File: src/rtl/cordic_vec_iter.sv
// cordic_vec_iter: iterative shift-add CORDIC, vectoring (magnitude + direction word) or rotation (apply a direction word).
//   clk, rst_n      : clock, asynchronous active-low reset
//   in_valid_i/in_ready_o, mode_i (0 vectoring, 1 rotation), x_i, y_i, dir_i : operand handshake
//   out_valid_o/out_ready_i, x_o, y_o (saturated, gain-scaled), dir_o {pre-negate, d[ITER-1:0]} : result handshake
module cordic_vec_iter #(
    parameter int DATA_W = 17,
    parameter int ITER   = 12,
    parameter int GUARD  = 2
) (
    input  logic                     clk,
    input  logic                     rst_n,
    input  logic                     in_valid_i,
    output logic                     in_ready_o,
    input  logic                     mode_i,
    input  logic signed [DATA_W-1:0] x_i,
    input  logic signed [DATA_W-1:0] y_i,
    input  logic [ITER:0]            dir_i,
    output logic                     out_valid_o,
    input  logic                     out_ready_i,
    output logic signed [DATA_W-1:0] x_o,
    output logic signed [DATA_W-1:0] y_o,
    output logic [ITER:0]            dir_o
);
    localparam int W  = DATA_W + GUARD;
    localparam int CW = $clog2(ITER + 1);

    typedef enum logic [1:0] {IDLE, RUN, DONE} state_t;

    state_t              state_q, state_d;
    logic [CW-1:0]       cnt_q, cnt_d;
    logic signed [W-1:0] x_q, x_d, y_q, y_d;
    logic [ITER:0]       dir_q, dir_d;
    logic                mode_q, mode_d;
    logic signed [W-1:0] x_ext, y_ext, x_sh, y_sh;
    logic                pre, d;

    // Values outside the DATA_W range clamp to the nearest end instead of wrapping.
    function automatic logic signed [DATA_W-1:0] sat(input logic signed [W-1:0] v);
        logic [GUARD:0] top;
        top = v[W-1:DATA_W-1];
        return (&top || ~|top) ? v[DATA_W-1:0] : {v[W-1], {(DATA_W-1){~v[W-1]}}};
    endfunction

    assign x_ext = {{GUARD{x_i[DATA_W-1]}}, x_i};
    assign y_ext = {{GUARD{y_i[DATA_W-1]}}, y_i};
    // Pre-negation moves the vector into the right half-plane, where the micro-rotations converge.
    assign pre   = mode_i ? dir_i[ITER] : x_i[DATA_W-1];
    assign d     = mode_q ? dir_q[cnt_q] : ~y_q[W-1];
    assign x_sh  = x_q >>> cnt_q;
    assign y_sh  = y_q >>> cnt_q;

    always_comb begin
        state_d = state_q;
        cnt_d   = cnt_q;
        x_d     = x_q;
        y_d     = y_q;
        dir_d   = dir_q;
        mode_d  = mode_q;
        case (state_q)
            IDLE: if (in_valid_i) begin
                state_d = RUN;
                cnt_d   = '0;
                mode_d  = mode_i;
                x_d     = pre ? -x_ext : x_ext;
                y_d     = pre ? -y_ext : y_ext;
                dir_d   = mode_i ? dir_i : {pre, {ITER{1'b0}}};
            end
            RUN: begin
                x_d   = d ? x_q + y_sh : x_q - y_sh;
                y_d   = d ? y_q - x_sh : y_q + x_sh;
                cnt_d = cnt_q + 1'b1;
                if (!mode_q) dir_d[cnt_q] = d;
                if (cnt_q == CW'(ITER - 1)) state_d = DONE;
            end
            DONE: if (out_ready_i) state_d = IDLE;
            default: state_d = IDLE;
        endcase
    end

    always_ff @(posedge clk or negedge rst_n) begin
        if (!rst_n) begin
            state_q <= IDLE;
            cnt_q   <= '0;
            x_q     <= '0;
            y_q     <= '0;
            dir_q   <= '0;
            mode_q  <= 1'b0;
        end else begin
            state_q <= state_d;
            cnt_q   <= cnt_d;
            x_q     <= x_d;
            y_q     <= y_d;
            dir_q   <= dir_d;
            mode_q  <= mode_d;
        end
    end

    assign in_ready_o  = state_q == IDLE;
    assign out_valid_o = state_q == DONE;
    assign x_o         = sat(x_q);
    assign y_o         = sat(y_q);
    assign dir_o       = dir_q;
endmodule

File: config.mk
export PLATFORM = sky130hd
export DESIGN_NAME = cordic_vec_iter
export DESIGN_NICKNAME = d
export VERILOG_FILES = /design/src/rtl/cordic_vec_iter.sv
export SDC_FILE = /design/constraint.sdc
export NUM_CORES = 1
export LEC_CHECK = 0
export CAP_MARGIN = 20
export CORE_MARGIN = 10
export CORE_UTILIZATION = 30
export DETAILED_ROUTE_END_ITERATION = 16
export HOLD_SLACK_MARGIN = 0.02
export PLACE_DENSITY_LB_ADDON = 0.08
export SLEW_MARGIN = 20
export SYNTH_ARGS = -nofsm -noshare
export SYNTH_HDL_FRONTEND = slang
export SYNTH_SLANG_ARGS = --single-unit
File: constraint.sdc
create_clock -name clk -period 6.01 [get_ports clk]
set_input_delay 1.803 -clock clk [delete_from_list [all_inputs] [get_ports clk]]
set_output_delay 1.803 -clock clk [all_outputs]
set_load 0.01 [all_outputs]
* Word level (Yosys, flattened, before mapping)
Index checks and enable logic that the tools add are counted.
** Storage, ports and cells
- Register bits after elaboration :: 58
- Word-level logic and storage cells :: 68
** Cells by class
- Add/sub/neg operators :: 7
- Order comparisons :: 2
- Equal/unequal tests :: 7
- Shift operators :: 2
- Multiplexer cells :: 27
- Bitwise operators :: 2
- Reductions and logical operators :: 15
** Operators by type and width (number)
- $mux W19 :: 6
- $pmux W19 S2 :: 2
- $mux W13 :: 3
- $add A19 B19 Y19 :: 2
- $neg A17 Y19 :: 2
- $sshr A19 B4 Y19 :: 2
- $sub A19 B19 Y19 :: 2
- $mux W17 :: 2
- $pmux W13 S2 :: 1
- $bwmux W13 :: 1
- $reduce_and A3 Y1 :: 4
- $pmux W4 S2 :: 1
- $mux W2 :: 3
- $ne A2 B2 Y1 const B :: 3
- $pmux W2 S3 :: 1
- $reduce_or A3 Y1 :: 2
- $lt A4 B5 Y1 const B :: 1
- $add A4 B1 Y4 const B :: 1
- $bmux W1 S4 :: 1
- $demux W1 S4 :: 1
- $eq A4 B4 Y1 const B :: 1
- $ge A4 B1 Y1 const B :: 1
- $mux W1 :: 4
- $mux W4 :: 1
- other kinds (10) :: 14

* Depth between registers and ports, before layout
- Depth in word-level cells :: 7
- Gate-level depth with buffers :: 22

* Worst setup path before layout
No wires, ideal clock.
- Path kind :: register to register
- Start point :: reg cnt_q[0]
- End point :: reg y_q[17]
- Library setup time :: 0.095 ns
- Arrival time :: 4.833 ns
- Required time :: 5.915 ns
- Setup slack :: 1.082 ns
- Stages on the path, launching flop included :: 21
- Clock period less this slack :: 4.928 ns
- Path through :: dfrtp_1 > buf_6 > buf_12 > buf_2 > buf_2 > mux4_2 > mux4_2 > inv_1 > ha_1 > nand4_1 > or3_1 > nand2_1 > xnor2_1 > ha_1 > a21o_1 > a21o_1 > or2_2 > o31a_1 > o211a_1 > o21a_1 > o31ai_1
** On the way
- Cells in the longest elaborated chain, start to end :: 5
- Elaborated cells on any way between the ends :: 8
** RTL lines
- from (decl) :: line 30 : logic [CW-1:0] cnt_q, cnt_d;
- from (signal assigned) :: line 90 : cnt_q <= cnt_d;
- branches (longest 3 deep; another with $add A19 B19 Y19)
- $mux W19 (*) :: line 70 : y_d = d ? y_q - x_sh : y_q + x_sh;
- $pmux W19 S2 (*) :: line 59 : case (state_q)
- to (signal assigned) :: line 92 : y_q <= y_d;
- to (decl) :: line 31 : logic signed [W-1:0] x_q, x_d, y_q, y_d;
Every way passes the cells marked *. The select of a mux whose other input is x is not followed.
A chain may end at the register's enable or synchronous reset.

* Final worst setup path
- Start point :: reg cnt_q[0]
- End point :: reg y_q[18]
The elaborated chain is that of the path after synthesis.

==> flow_summary.json <==
{
  "status": "finished, final reports clean",
  "maxCapViolations": 0,
  "port_buffers": 100,
  "cts_tree": "done",
  "finalCriticalPeriod_ps": 5400,
  "clock_latency_ps": 350,
  "dieArea_um2": 35100,
  "yosysTopAreaCell": "dfrtp_1",
  "synthMuxAreaShare_pct": 15.6,
  "hold_buffers": 0,
  "final_max_slew_viol_count": 0,
  "finalHoldViolCount": 0,
  "routedWlPerCell_um": 20.6,
  "crit_fanout": 22,
  "dr.pass1.iters": 5,
  "yosysWarnings": 0,
  "grt_pass1_vias": 8297,
  "fillers": 2932,
  "path_clk_slew_ps": 70,
  "synth-simple-area-share_pct": 21.0,
  "period_share_pct": 89.9,
  "synth_xor_xnor_area_share_pct": 9.25,
  "critPathLaunch": "cnt_q[0]",
  "arrival_ps": 5680,
  "drc": 0,
  "syn_nets": 1207,
  "cts.repair.resized": 0,
  "rsz0062_at_grt": "false",
  "initial_core_util_pct": 30.3,
  "cp-start-kind": "register",
  "synthFlopType": "dfrtp_1",
  "cts_buffers": 9,
  "synth_fa_ha_area_share_pct": 7.33,
  "root_buffer": "clkbuf_16",
  "io_pins": 101,
  "hold_class": "register to register",
  "grt_start_max_net_pins": 54,
  "die_w_um": 187,
  "grt_usage_pct": 17.8,
  "hold_start": "dir_o[4]",
  "synth_top_area_share_pct": 17.3,
  "grt_pass1_wl_mm": 49.9,
  "drtAntennaViolNets": 0,
  "final_cell_mix": "nor2_1, a21oi_1, nand2_1, clkdlybuf4s50_1, o21ai_0",
  "slew_headroom_pct": 38.6,
  "finClkSkew_ps": 10.6,
  "setup_viol": 0,
  "synth_compound_area_share_pct": 24.4,
  "avgViaCountPerCell": 5.52,
  "synth_top_cells_by_area": "dfrtp_1, mux4_2, nor2_1",
  "finalWeightedCongestion": 0.869,
  "post_cts_buffers": 0,
  "mostFrequentLayoutCell": "nor2_1",
  "fin_setup_tns_ps": 0,
  "syn_area_um2": 8400,
  "drtIter0Drc": 777,
  "cts_buffer_depth": 2,
  "worst_slew_pin_slew_ps": 918,
  "synth_top_family_by_area": "compound AO/OA/AOI/OAI gates",
  "synth-edff-count": 0,
  "dpl.hpwl_mm": 24.1,
  "area_growth_pct": 19.6,
  "synthArstFlopShare_pct": 100,
  "cts_sinks": 58,
  "rr_startpoint": "cnt_q[0]",
  "fin_nets": 1271,
  "wl_mm": 32.0,
  "diodes": 0,
  "vias": 8582,
  "yosysSeqAreaShare_pct": 17.3,
  "grt.overflow.total": 0,
  "synth_area_per_cell_um2": 7.59,
  "syn_inst": 1107,
  "die_h_um": 187,
  "num_rows": 61,
  "fmax_ghz": 0.185,
  "netlist-cell-type-count": 69,
  "coreArea_um2": 27700,
  "yosys_register_bits": 58,
  "drive_above_1_share_pct": 9.18,
  "grt_antenna_before_repair": 0,
  "cts.htree.levels": 3,
  "cp-end-kind": "register",
  "cp.required_ps": 6290,
  "critPathKind": "register to register"
}
-- synth_stat cells (3+ instances only) --
cell / number
o21bai_1: 7
a31oi_1: 11
or3_1: 10
nor2b_1: 8
dfrtp_1: 58
nor2_1: 178
mux2_2: 14
xor2_1: 45
nand3_1: 11
or4_1: 3
nor4_1: 6
o211ai_1: 11
nand4_1: 9
o221ai_1: 3
buf_2: 9
a221oi_1: 3
nand2_1: 124
a22o_1: 3
or2_2: 5
mux4_1: 9
ha_1: 46
o21ai_0: 60
inv_1: 30
a222oi_1: 3
o41ai_1: 3
xnor2_1: 41
mux2i_1: 14
o31ai_1: 11
o22ai_1: 17
o21a_1: 14
clkbuf_1: 57
buf_1: 7
a21o_1: 10
a22oi_1: 13
and2_1: 12
mux4_2: 34
nor3_1: 18
nand2b_1: 12
a21oi_1: 129
a211oi_1: 8
a311oi_1: 3
-- stage by stage --
stage               setup WS (ps)  utilization [%]  std cells  cell area (µm²)  hold slack [ps]
detailed placement            531             35.3       1538             9780              556
global placement              620             35.3       1538             9780              554
CTS                           516             36.3       1554            10000              569
floorplan                    1080                -       1107             8400              537
global route                  129             36.3       1554            10100              604
finish                        608             36.3       1554            10100              570
-- registers in the layout, indices dropped and copies added (netlist names) --
name	count
y_q	19
dir_o	13
mode_q	1
state_q	2
x_q	19
cnt_q	4
-- logic make-up (layout without fill, tap and decap cells) --
logic type | count (synthesis) | after routing
and+or+nand+nor | 406 | 406
DFF | 58 | 58
xor gates and xnor gates | 87 | 87
buffers and inverters | 105 | 174
AOI/OAI and AO/OA | 331 | 331
muxes | 72 | 72
adders and majority gates | 48 | 48
-- path summary, 6_finish.rpt --
path	to	slack, ps	depth (start not counted)
min	dir_o[4]	570	2
min in group asynchronous	x_q[13]	1500	1
max reg2reg	y_q[18]	610	16
max	y_q[18]	610	16
min reg2reg	dir_o[4]	570	2
max in group asynchronous	cnt_q[0]	3560	2
-- per-layer routing --
layer	part of all wire (%)	wire length, µm	track usage (%)
met3	4.9	1580	3.06
met2	46	14700	27.8
met1	48	15200	24.7
met4	1.8	570	4.65
met5	0	0	0
-- worst max-delay path, stage by stage, from the launching register on --
cell and delay, ps:
dfrtp_4 650, mux4_1 670, mux2_2 290, a222oi_1 690
nand4_1 270, or2_1 330, nor2_1 170, a21oi_1 110
xnor2_1 240, ha_1 330, a21oi_1 240, nor3b_1 210
o21a_1 180, nor3_1 70, o31ai_1 360, xor3_1 380
a21oi_1 140
-- final cells by class --
class,count,area [µm²],area share [%]
inverter,30,113,1.12
timing repair buffer,128,1210,12.0
clock inverter,5,30.0,0.299
multi-input combinational,944,6530,65.0
tap,378,473,4.71
sequential,58,1460,14.5
clock buffer,11,243,2.41
Power is left out: the tool's default activity adds up to more than one toggle a clock period on the data nets, which glitch-free logic cannot reach.
